--- config.mk ---
export PLATFORM = sky130hd
export DESIGN_NAME = pc_seq_unit
export DESIGN_NICKNAME = d
export VERILOG_FILES = /design/src/rtl/pc_seq_pkg.sv /design/src/rtl/pc_return_stack.sv /design/src/rtl/pc_seq_unit.sv
export SDC_FILE = /design/constraint.sdc
export NUM_CORES = 1
export LEC_CHECK = 0
export CAP_MARGIN = 20
export CORE_ASPECT_RATIO = 0.9
export CORE_MARGIN = 2
export CORE_UTILIZATION = 57
export DETAILED_ROUTE_END_ITERATION = 10
export GPL_ROUTABILITY_DRIVEN = 0
export PLACE_DENSITY = 0.82
export RECOVER_POWER = 50
export SLEW_MARGIN = 20
export SYNTH_ARGS = -nofsm -noshare
export SYNTH_HDL_FRONTEND = slang
export SYNTH_HIERARCHICAL = 1
export SYNTH_SLANG_ARGS = --single-unit
--- constraint.sdc ---
create_clock -name clk -period 5.2 [get_ports clk]
set_input_delay 1.04 -clock clk [delete_from_list [all_inputs] [get_ports clk]]
set_output_delay 1.04 -clock clk [all_outputs]
set_load 0.02 [all_outputs]
--- src/rtl/pc_seq_pkg.sv ---
// Shared definitions for the program counter / sequencer: op encodings,
// the op enum and the offset sign-extension helper.
package pc_seq_pkg;

    localparam logic [2:0] OP_NOP  = 3'b000;
    localparam logic [2:0] OP_INC  = 3'b001;
    localparam logic [2:0] OP_JMP  = 3'b010;
    localparam logic [2:0] OP_BR   = 3'b011;
    localparam logic [2:0] OP_CALL = 3'b100;
    localparam logic [2:0] OP_RET  = 3'b101;
    localparam logic [2:0] OP_HALT = 3'b110;
    localparam logic [2:0] OP_RSVD = 3'b111;

    typedef enum logic [2:0] {
        OPC_NOP  = OP_NOP,
        OPC_INC  = OP_INC,
        OPC_JMP  = OP_JMP,
        OPC_BR   = OP_BR,
        OPC_CALL = OP_CALL,
        OPC_RET  = OP_RET,
        OPC_HALT = OP_HALT,
        OPC_RSVD = OP_RSVD
    } op_e;

    // Replicates bit (width-1) of val into every bit above it.
    function automatic logic [31:0] sign_extend(input logic [31:0] val, input int width);
        logic [31:0] r;
        r = val;
        for (int i = 0; i < 32; i++) begin
            if (i >= width) begin
                r[i] = val[width-1];
            end
        end
        return r;
    endfunction

endpackage

--- src/rtl/pc_return_stack.sv ---
// LIFO return-address stack. Pushes when full and pops when empty are
// silently dropped; dout always shows the current top entry.
module pc_return_stack
    import pc_seq_pkg::*;
#(
    parameter int STACK_DEPTH = 4,
    parameter int PC_W        = 4
) (
    input  logic                               clk,
    input  logic                               rst_n,
    input  logic                               push,
    input  logic                               pop,
    input  logic [PC_W-1:0]                    din,
    output logic [PC_W-1:0]                    dout,
    output logic [$clog2(STACK_DEPTH+1)-1:0]   level,
    output logic                               full,
    output logic                               empty
);

    localparam int LW = $clog2(STACK_DEPTH + 1);
    localparam int IW = (STACK_DEPTH > 1) ? $clog2(STACK_DEPTH) : 1;

    logic [PC_W-1:0] mem_q [STACK_DEPTH];
    logic [PC_W-1:0] mem_d [STACK_DEPTH];
    logic [LW-1:0]   level_q;
    logic [LW-1:0]   level_d;
    logic [IW-1:0]   wr_idx;
    logic [IW-1:0]   rd_idx;
    logic            do_push;
    logic            do_pop;

    assign full    = (level_q == LW'(STACK_DEPTH));
    assign empty   = (level_q == '0);
    assign level   = level_q;
    assign do_push = push && !full;
    assign do_pop  = pop && !push && !empty;
    assign wr_idx  = IW'(level_q);
    assign rd_idx  = IW'(level_q - LW'(1));
    assign dout    = empty ? '0 : mem_q[rd_idx];

    always_comb begin
        mem_d   = mem_q;
        level_d = level_q;
        if (do_push) begin
            mem_d[wr_idx] = din;
            level_d       = level_q + LW'(1);
        end else if (do_pop) begin
            level_d = level_q - LW'(1);
        end
    end

    always_ff @(posedge clk or negedge rst_n) begin
        if (!rst_n) begin
            level_q <= '0;
        end else begin
            level_q <= level_d;
        end
    end

    // Entry contents carry no reset: only level decides what is valid.
    always_ff @(posedge clk) begin
        mem_q <= mem_d;
    end

    a_level_bound: assert property (@(posedge clk) disable iff (!rst_n)
        level_q <= LW'(STACK_DEPTH));

endmodule

--- src/rtl/pc_seq_unit.sv ---
// Program counter and sequencer: increment, jump, relative branch,
// call/return through a hardware stack, halt, with wrap or saturate at top.
module pc_seq_unit
    import pc_seq_pkg::*;
#(
    parameter int PC_W        = 4,
    parameter int OFF_W       = 4,
    parameter int STACK_DEPTH = 4,
    parameter int WRAP        = 1,
    parameter int RESET_VEC   = 0
) (
    input  logic                               clk,
    input  logic                               rst_n,
    input  logic                               en,
    input  logic [2:0]                         op,
    input  logic [PC_W-1:0]                    target,
    input  logic [OFF_W-1:0]                   offset,
    input  logic                               cond,
    output logic [PC_W-1:0]                    pc_out,
    output logic                               halted,
    output logic [$clog2(STACK_DEPTH+1)-1:0]   stack_level,
    output logic                               stack_full,
    output logic                               stack_empty,
    output logic                               err
);

    localparam logic [PC_W-1:0] PC_MAX = '1;

    logic [PC_W-1:0] pc_q;
    logic [PC_W-1:0] pc_d;
    logic            halted_q;
    logic            halted_d;
    logic            err_q;
    logic            err_d;

    logic [PC_W-1:0] pc_inc;
    logic [PC_W-1:0] pc_br;
    logic [PC_W-1:0] stk_dout;
    logic            stk_push;
    logic            stk_pop;
    logic            adv;
    op_e             op_s;

    assign op_s   = op_e'(op);
    assign adv    = en && !halted_q;
    assign pc_inc = pc_q + PC_W'(1);
    // Branch target always wraps modulo 2^PC_W, independent of WRAP.
    assign pc_br  = PC_W'(32'(pc_q) + sign_extend(32'(offset), OFF_W));

    pc_return_stack #(
        .STACK_DEPTH (STACK_DEPTH),
        .PC_W        (PC_W)
    ) u_stack (
        .clk   (clk),
        .rst_n (rst_n),
        .push  (stk_push),
        .pop   (stk_pop),
        .din   (pc_inc),
        .dout  (stk_dout),
        .level (stack_level),
        .full  (stack_full),
        .empty (stack_empty)
    );

    always_comb begin
        pc_d     = pc_q;
        halted_d = halted_q;
        err_d    = err_q;
        stk_push = 1'b0;
        stk_pop  = 1'b0;
        if (adv) begin
            unique case (op_s)
                OPC_NOP: ;
                OPC_INC: begin
                    if (pc_q == PC_MAX && WRAP == 0) begin
                        halted_d = 1'b1;
                    end else begin
                        pc_d = pc_inc;
                    end
                end
                OPC_JMP: pc_d = target;
                OPC_BR:  pc_d = cond ? pc_br : pc_inc;
                OPC_CALL: begin
                    if (stack_full) begin
                        err_d = 1'b1;
                    end else begin
                        stk_push = 1'b1;
                        pc_d     = target;
                    end
                end
                OPC_RET: begin
                    if (stack_empty) begin
                        err_d = 1'b1;
                    end else begin
                        stk_pop = 1'b1;
                        pc_d    = stk_dout;
                    end
                end
                OPC_HALT: halted_d = 1'b1;
                default:  err_d    = 1'b1;
            endcase
        end
    end

    always_ff @(posedge clk or negedge rst_n) begin
        if (!rst_n) begin
            pc_q     <= PC_W'(RESET_VEC);
            halted_q <= 1'b0;
            err_q    <= 1'b0;
        end else begin
            pc_q     <= pc_d;
            halted_q <= halted_d;
            err_q    <= err_d;
        end
    end

    assign pc_out = pc_q;
    assign halted = halted_q;
    assign err    = err_q;

    a_no_push_pop: assert property (@(posedge clk) disable iff (!rst_n)
        !(stk_push && stk_pop));

endmodule

==> out/qor.yml <==
initial_core_util_pct: 60.03
path_buf_inv: 3
end_kind: "output port"
layout_common_cells: "clkdlybuf4s50_1, edfxtp_1, inv_1, nor2b_1"
setup_viol: 0
crit_path_end: "stack_full"
hold_buffers: 0
crit_path_start: "u_stack/level[0]"
synth_area_um2: 1663
path_cells: "inv_1 > ha_1 > nand2_1 > inv_1 > clkdlybuf4s50_1"
start_kind: "flip-flop"
core_um2: 2770
critical_path_depth: 5
root_buffer: "clkbuf_4"
synth_nets: 169
ys_seq_area_share_pct: 42.44
rr_worst_depth: 7
rsz0062_at_grt: "false"
dieWidth_um: 60.94
cellPowerDensity_nw_per_um2: 388.7
drive_gt1_share_pct: 10.71
die_y_um: 55.24
grt_usage_pct: 22.24
synthCells: 144
cts_tree: "done"
fin_setup_tns_ps: 0
overflow: 0
io_pins: 26
hold_path_class: "flip-flop to flip-flop"
wl_per_cell_um: 16.41
crit_slowest_cell: "clkdlybuf4s50_1"
async_flop_share_pct: 36.00
synth_seq_cells: 25
period_share_pct: 64.97
path_max_fanout: 9
num_rows: 18
synthToLayoutAreaGrowth_pct: 17.01
drtPass1Iterations: 4
routed_wl_um: 3413
worstReg2RegEnd: "u_stack/level[2]"
cp_data_arrival_time_ps: 2340
antenna_found_initial: 0
cts_max_level: 1
path_clk_slew_ps: 150
critPathKind: "flip-flop to output port"
synth_area_per_cell_um2: 11.55
synth_flop_cell: "edfxtp_1"
status: "complete, no violations"
hold_viol_final: 0
layout_commonest_cell: "clkdlybuf4s50_1"
n_antenna_cell: 0
required_ps: 4160
fin_crit_ps: 3378
port_buffers: 25
r2r_slack_ps: 2410
synth_edf_count: 16
synth.yosys.warnings: 6
cap_violations: 0
layout.nets: 194
cts_setup_buffers: 0
ys_types: 54
ir_worst_vdd_mv: 0.2306
dieArea_um2: 3366
num_vias: 1265
antenna_left: 0
critPathTopFamily: "buffers and inverters"
cp_slowest_stage_delay_ps: 630
route.detailed.drc: 0
routed_via_density: 6.082
p_leak_uw: 0.0007251
grt_pass1_wl_um: 5589
drv_slew: 0
cts.path.max_buffers: 2
worstMarginPinSlew_ps: 740.8
fin_worst_hold_slack_ps: 507.9
drt_iter0_markers: 87
cts_sinks: 25
post-dp-hpwl_um: 2588
ctsResizeCount: 0
critical_path.most_common_cell: "inv_1"
r2r-start: "u_stack/level[0]"
grt_pass1_vias: 1209
worstHoldStart: "err"
grt_max_degree: 17
min_path_cells: 2
fmax_mhz: 296.0
finClkSkew_ps: 4.016
cts_buffers: 3
clk_latency_ps: 320
maxSlewHeadroom_pct: 50.16
state kept, by name, indices dropped and copies added (netlist names):
signal         count
u_stack/level      3
err                1
pc_out             4
halted             1
u_stack/mem_q     16
cells in the mapped netlist (2+ instances only):
master | instances | share of area (%)
edfxtp_1 | 16 | 29
inv_1 | 13 | 2.9
nor2b_1 | 10 | 3.8
dfrtp_1 | 9 | 14
ha_1 | 9 | 6.8
nand2_1 | 9 | 2.0
nand2b_1 | 6 | 2.3
a21oi_1 | 4 | 1.2
mux4_2 | 4 | 5.4
o21ai_0 | 4 | 1.2
and3_1 | 3 | 1.1
buf_6 | 3 | 2.0
nand3_1 | 3 | 0.90
xor2_1 | 3 | 1.6
a211oi_2 | 2 | 1.5
a2bb2oi_1 | 2 | 1.1
a32o_1 | 2 | 1.2
mux2_2 | 2 | 1.4
nor3_1 | 2 | 0.60
nor4_1 | 2 | 0.75
o221ai_1 | 2 | 1.1
xnor2_1 | 2 | 1.1
tightest hold or removal path: stages (launching register included):
cell and delay [ps]:
dfrtp_1 380, inv_1 50, o41ai_1 50
layout make-up:
class,instances,area (um2)
timing repair buffer,26,257.7
inverter,13,48.80
clock inverter,1,8.758
sequential,25,705.7
multi-input combinational,100,852.1
clock buffer,3,22.52
fill,214,824.5
tap,40,50.05
per-stage QoR:
stage	instances	util, %	total power [uW]	worst slack, ps	area, um2
final	208	70.23	756.4	1822	1946
after global routing	208	70.23	803.2	1609	1946
after CTS	208	70.42	766.6	1806	1951
after detailed placement	204	69.29	669.0	1729	1919
after global placement	204	69.29	655.7	1897	1919
after floorplan	144	-	555.1	2539	1663
routing by layer:
layer  vias up  routed length (um)  GRT usage (%)
li1        588                   -              -
met1       633                1533          32.08
met2        38                1682          33.79
met3         6                 145          3.513
met4         0                  52          8.075
met5         -                   0              0
logic make-up after synthesis:
logic type / after synthesis / share of synthesized area (%)
buf+inv: 19 / 6.019
fa+ha+maj: 10 / 7.976
xor+xnor: 5 / 2.634
compound gates: 30 / 15.28
mux: 6 / 6.772
flops: 25 / 42.44
simple gates: 49 / 18.89
report_power, final:
group | switching (uW) | internal, uW
Sequential | 46.0 | 257
Clock | 62.0 | 31.3
Combinational | 187 | 173
Total | 295 | 461
how the worst min path moves through the flow:
| stage | endpoint | slack [ps] |
|---|---|---|
| finish | err | 510 |
| global route | err | 540 |
| CTS | err | 520 |
| detailed placement | err | 480 |
| global placement | err | 450 |
| floorplan | err | 570 |
No activity file was read; power rests on OpenSTA's default activity.
